==> config.mk <==
export PLATFORM = sky130hd
export DESIGN_NAME = btn_debounce
export DESIGN_NICKNAME = d
export VERILOG_FILES = /design/src/rtl/btn_debounce.sv
export SDC_FILE = /design/constraint.sdc
export NUM_CORES = 1
export LEC_CHECK = 0
export ABC_AREA = 1
export CAP_MARGIN = 40
export CORE_MARGIN = 2
export CORE_UTILIZATION = 27
export DETAILED_ROUTE_END_ITERATION = 16
export PLACE_DENSITY = 0.52
export SLEW_MARGIN = 0
export SYNTH_ARGS = -nofsm -noshare
export SYNTH_HDL_FRONTEND = slang
export SYNTH_SLANG_ARGS = --single-unit
==> constraint.sdc <==
create_clock -name clk -period 1.64 [get_ports clk]
set_clock_uncertainty 0.15 [all_clocks]
set_input_delay 0.246 -clock clk [delete_from_list [all_inputs] [get_ports clk]]
set_output_delay 0.246 -clock clk [all_outputs]
set_load 0.05 [all_outputs]
==> src/rtl/btn_debounce.sv <==
// Push-button debouncer: synchronises a raw button level, then accepts a new
// level only after it has been stable for STABLE_SAMPLES sample_tick pulses.
// Emits a registered clean level plus single-cycle rise/fall pulses.
//
// state     | meaning
// ----------+-----------------------------------------------------------
// IDLE_LOW  | accepted level is 0, synchronised input agrees
// WAIT_HIGH | input went high, counting stable ticks before accepting 1
// HIGH      | accepted level is 1, synchronised input agrees
// WAIT_LOW  | input went low, counting stable ticks before accepting 0
module btn_debounce #(
  parameter int STABLE_SAMPLES = 4,
  parameter int SYNC_STAGES    = 2
) (
  input  logic clk,
  input  logic rst,
  input  logic sample_tick,
  input  logic btn_in,
  output logic db_level,
  output logic rise_pulse,
  output logic fall_pulse,
  output logic busy
);

  localparam int CW = $clog2(STABLE_SAMPLES + 1);
  localparam logic [CW-1:0] LAST = CW'(STABLE_SAMPLES - 1);

  typedef enum logic [1:0] {
    IDLE_LOW  = 2'd0,
    WAIT_HIGH = 2'd1,
    HIGH      = 2'd2,
    WAIT_LOW  = 2'd3
  } state_t;

  logic [SYNC_STAGES-1:0] sync_q;
  logic                   btn_s;

  state_t        state_q, state_d;
  logic [CW-1:0] scnt_q, scnt_d;
  logic          db_d, rise_d, fall_d, busy_d;

  // Synchroniser runs on every clk; the sample tick only gates counting.
  always_ff @(posedge clk or posedge rst) begin
    if (rst) begin
      sync_q <= '0;
    end else begin
      sync_q <= {sync_q[SYNC_STAGES-2:0], btn_in};
    end
  end

  assign btn_s = sync_q[SYNC_STAGES-1];

  // State, stability counter and all outputs are registered together.
  always_ff @(posedge clk or posedge rst) begin
    if (rst) begin
      state_q    <= IDLE_LOW;
      scnt_q     <= '0;
      db_level   <= 1'b0;
      rise_pulse <= 1'b0;
      fall_pulse <= 1'b0;
      busy       <= 1'b0;
    end else begin
      state_q    <= state_d;
      scnt_q     <= scnt_d;
      db_level   <= db_d;
      rise_pulse <= rise_d;
      fall_pulse <= fall_d;
      busy       <= busy_d;
    end
  end

  // Next-state logic; an input reversal during a wait aborts before any tick is counted.
  always_comb begin
    state_d = state_q;
    scnt_d  = scnt_q;
    db_d    = db_level;
    rise_d  = 1'b0;
    fall_d  = 1'b0;

    case (state_q)
      IDLE_LOW: begin
        if (btn_s) begin
          state_d = WAIT_HIGH;
          scnt_d  = '0;
        end
      end

      WAIT_HIGH: begin
        if (!btn_s) begin
          state_d = IDLE_LOW;
          scnt_d  = '0;
        end else if (sample_tick) begin
          if (scnt_q == LAST) begin
            state_d = HIGH;
            scnt_d  = '0;
            db_d    = 1'b1;
            rise_d  = 1'b1;
          end else begin
            scnt_d = scnt_q + CW'(1);
          end
        end
      end

      HIGH: begin
        if (!btn_s) begin
          state_d = WAIT_LOW;
          scnt_d  = '0;
        end
      end

      WAIT_LOW: begin
        if (btn_s) begin
          state_d = HIGH;
          scnt_d  = '0;
        end else if (sample_tick) begin
          if (scnt_q == LAST) begin
            state_d = IDLE_LOW;
            scnt_d  = '0;
            db_d    = 1'b0;
            fall_d  = 1'b1;
          end else begin
            scnt_d = scnt_q + CW'(1);
          end
        end
      end

      default: begin
        state_d = IDLE_LOW;
        scnt_d  = '0;
      end
    endcase

    // busy is registered from the next state so it tracks the state register exactly.
    busy_d = (state_d == WAIT_HIGH) || (state_d == WAIT_LOW);
  end

endmodule
* Word-level counts from Yosys, hierarchy flattened
Cells that the tools add are included.
** Word-level totals
- Register bits :: 11
- Bits of input ports :: 4
- Output and inout bits :: 4
- Logic and storage cells :: 56
** Cells by class
- Add/subtract/negate cells :: 1
- Eq/ne operators :: 14
- Multiplexer cells :: 29
- Reduce and logical (&&, ||, !) cells :: 5
** Operator list (count)
- 3-bit two-way mux :: 6
- 2-bit two-way mux :: 8
- 2-bit != test (second input constant) :: 8
- 1-bit two-way mux :: 12
- 3-bit one-hot mux with 4 select lines :: 1
- 2-bit one-hot mux with 4 select lines :: 1
- 7-bit AND reduction :: 1
- 2-bit == test (second input constant) :: 3
- 2-bit by 1-bit == test with 1-bit output (second input constant) :: 2
- 3-bit by 1-bit adder with 3-bit output (second input constant) :: 1
- 3-bit by 2-bit == test with 1-bit output (second input constant) :: 1
- 2-bit logical NOT :: 1
- 1-bit one-hot mux with 2 select lines :: 1
- 2-bit AND reduction :: 1
- 2-bit nonzero test :: 1
- 1-bit logical OR :: 1

* Depth between registers and ports, before layout
- Depth after elaboration :: 7
- Mapped depth :: 6
- Mapped depth without buffers :: 6

* Least setup slack after synthesis
No wires, ideal clock.
- Kind :: register -> register
- From :: reg state_q[0]
- To :: reg state_q[1]
- Setup time :: 117 ps
- Arrival time :: 1101 ps
- Data required time :: 1373 ps
- Setup slack :: 272 ps
- Stages on the path, launching flop included :: 6
- Path buffers :: 0
- Clock period less this slack :: 1368 ps
- Path through :: dfrtp_1 nand2_2 nor2_4 nand2_1 o21ai_1 inv_1
** Between the ends
- Cells in the longest elaborated chain, start to end :: 2
- Elaborated cells between the ends (all ways) :: 5
- Those cells by class :: 3 x eq/ne; 1 x mux; 1 x reduce/logical
** RTL lines
- start: declaration :: line 38 : state_t state_q, state_d;
- start signal: assignment :: line 63 : state_q <= state_d;
- 2-bit == test, or another cell as far along :: line 80 : case (state_q)
- 2-bit one-hot mux with 4 select lines * :: line 80
- named net state_d[1] :: line 38
Mark *: on every way through the listed nets, which the timed path passes. The rest lies on a longest branch.
A chain may end at the register's enable or synchronous reset.

==> summary.txt <==
Status
  • Status: complete, no violations

Clock tree
  • Clock sinks: 10
  • Number of cells upsized or downsized after cts: 0
  • CTS tree: built
  • Clock buffer depth: 2
  • Hold_buf cts: 0
  • Num CTS Buffers: 3
  • Worst skew pair latency: 0.26 ns
  • CTS H-tree depth: 1
  • Postcts setup bufs: 0
  • Clock root cell: clkbuf_4
  • CTS clk-pin slew, worst paths: 0.06 ns

Timing
  • Fmax: 753 MHz
  • RSZ-0062 raised after global routing: no
  • Final min period: 1.33 ns
  • Measured slew at the worst slew-check pin: 0.381 ns
  • Final cycle utilization of the critical path: between 80% and 90%
  • Slew headroom: 74.5%
  • Final max-slew violation count: 0
  • Final Setup Violations: 0
  • Final Hold Vio Count: 0
  • Final total negative setup slack: 0 ns

Setup path
  • Critical Path Max Stage Delay: around 0.50 ns
  • WS Path Type: flop to primary output
  • Startpoint Class: flop
  • CP Data Arrival Time: 0.93 ns
  • Worst R2R End: state_q[1]
  • CP max stage cell: dfrtp_1
  • Max Fanout on Critical Path: 6
  • Setup slack, reg-to-reg: approximately 0.34 ns
  • Worst Setup SP: state_q[0]
  • Crit-path cells: buf_12
  • Startpoint of the worst register-to-register path: scnt_q[0]
  • CP endpoint kind: primary output
  • CP required: approximately 1.2 ns
  • Worst Reg-to-Reg Cells: 6
  • CP bufs+invs: 1
  • CP top delay family: flip-flops

Pwr
  • Sw power: 0.201 mW
  • Logic pwr share: between 20% and 30%
  • Seq pwr share: about half
  • Pleak: about 0.31 nW
  • Pwr Total: 0.624 mW
  • VDD IR-drop max: roughly 0.00042 V
  • Int Power: 0.423 mW
  • Net Sw Frac: 32.2%
  • Pwr/cell area: between 1000 and 1500 mW/mm²
  • Clk pwr share: 26.0%

Placement
  • IO Port Bufs: 7
  • Detailed placement HPWL: 648 µm
  • GPL Wtd Cong: 0.732
  • Area after DPL: between 500 and 600 µm²

Cells and area
  • Fill count: ~170
  • Fin area: around 590 µm²
  • Layout area overhead: 27.8%
  • Nets: 73
  • Diodes inserted: 0
  • Layout cells sized above 1: 15.2%

Synth
  • Post-synthesis sequential area ratio: a little over half
  • Post-synthesis xor/xnor area fraction: 0%
  • Synth Area in Compound Gates: 5.45%
  • Synth cell types: 11
  • Post-synthesis mux area share: 0%
  • Simple-Gate Fraction of Synth Area: between 20% and 30%
  • Largest family of logic cells by synthesized area: simple AND/OR/NAND/NOR gates
  • Syn avg cell area: about 8.2 µm²
  • Adder-cell share of the synthesized area: 2.72%
  • Synth warn: 0
  • Syn Nets: 61
  • Mapped Cells: 56
  • Cell area after synthesis: 459 µm²
  • Synth Register Bits: 10

Drt
  • Vias: 359
  • Vias/cell: approximately 4.4
  • DR iter-0 viols: 1
  • DRT Pass-1 Iters: 2
  • DRT antenna net count: 0
  • Routed WL per cell: 9.85 µm
  • Total wire length: about 810 µm
  • Drt drc: 0

Flow run
  • Max Cap Viol: 0

Floorplan
  • Die Width: 45.2 µm
  • Top-level port count: 8
  • Die Span Y: about 45 µm
  • Die Area: 0.00205 mm²
  • Core area: between 0.0015 and 0.002 mm²
  • Initial core utilization: 29.5%
  • FP Rows: 14

Global routing
  • Vias in the first global route: 306
  • Overflow after GRT: 0
  • GRT Util Overall: under 10%
  • Pin count of the biggest net entering global routing: 11
  • Initial antenna violation count: 0
  • First-pass GRT wire length: 1.29 mm

Hold path
  • Worst Hold Class: input port to asynchronous set/reset pin
## per-layer routing
metal | up-vias | part of all wire, % | global-route usage (%)
met2 | 6 | 49 | 13.4
met4 | 0 | 0.99 | 5.29
li1 | 192 | - | -
met3 | 3 | 4.8 | 6.00
met5 | - | 0 | 0
met1 | 158 | 45 | 10.9
## power groups by stage
stage          clock [mW]  sequential, mW  combinational (mW)
2_1_floorplan           0           0.324              0.0765
3_3_place_gp            0           0.308               0.160
3_5_place_dp            0           0.307               0.162
4_1_cts             0.171           0.303               0.162
5_1_grt             0.181           0.307               0.176
6_report            0.162           0.303               0.160
## worst max-delay path by stage
stage                            end  slack [ns]  cells after the start
after CTS                       busy        0.30                      1
final                           busy        0.31                      1
after global routing      state_q[1]        0.23                      6
after floorplan           state_q[1]        0.27                      5
after detailed placement  state_q[1]        0.11                      6
after global placement    state_q[1]        0.14                      6
## logic make-up (layout without fill, tap and decap cells)
logic type | Yosys count | count (layout)
flip-flops | 10 | 10
AO/OA/AOI/OAI | 5 | 5
adder cells (fa/ha/maj) | 1 | 1
buffers and inverters | 12 | 22
AND/OR/NAND/NOR | 28 | 28
## registers in the layout, indices dropped and copies added, names as in the netlist
name        count
fall_pulse      1
sync_q          2
state_q         2
scnt_q          3
db_level        1
rise_pulse      1
## metrics by stage
step	cells	setup slack [ns]	hold WS, ns	utilization, %
5_1_grt	82	0.228	0.148	37.6
3_5_place_dp	79	0.106	0.185	36.2
3_3_place_gp	79	0.141	0.186	36.2
2_1_floorplan	56	0.272	-0.0638	-
6_report	82	0.311	0.117	37.6
4_1_cts	82	0.296	0.131	37.6
## cell usage in the layout (no fill, tap or decap), types with 2 or more instances in the layout
cell type	count
nand2_1	18
inv_1	12
dfrtp_1	10
nand3_1	5
o21ai_1	3
clkbuf_4	3
clkdlybuf4s50_1	3
a21oi_1	2
nand2_2	2
buf_12	2
buf_4	2
## cells in the mapped netlist (all sizes together)
| cell | number | area, µm² |
|---|---|---|
| a21oi | 2 | 10.0 |
| dfrtp | 10 | 250 |
| ha | 1 | 12.5 |
| inv | 12 | 45.0 |
| nand2 | 20 | 80.1 |
| nand3 | 5 | 25.0 |
| nand4 | 1 | 6.26 |
| nor2 | 2 | 15.0 |
| o21ai | 3 | 15.0 |
## area by class of cell
type | instances | area [µm²] | share of cell area, %
Clock buffer | 3 | 22.5 | 3.84
Timing Repair Buffer | 7 | 85.1 | 14.5
Sequential cell | 10 | 250 | 42.6
Tap cell | 16 | 20.0 | 3.41
Multi-Input combinational cell | 34 | 164 | 27.9
Inverter | 12 | 45.0 | 7.68
(Power assumes the default switching activity.)
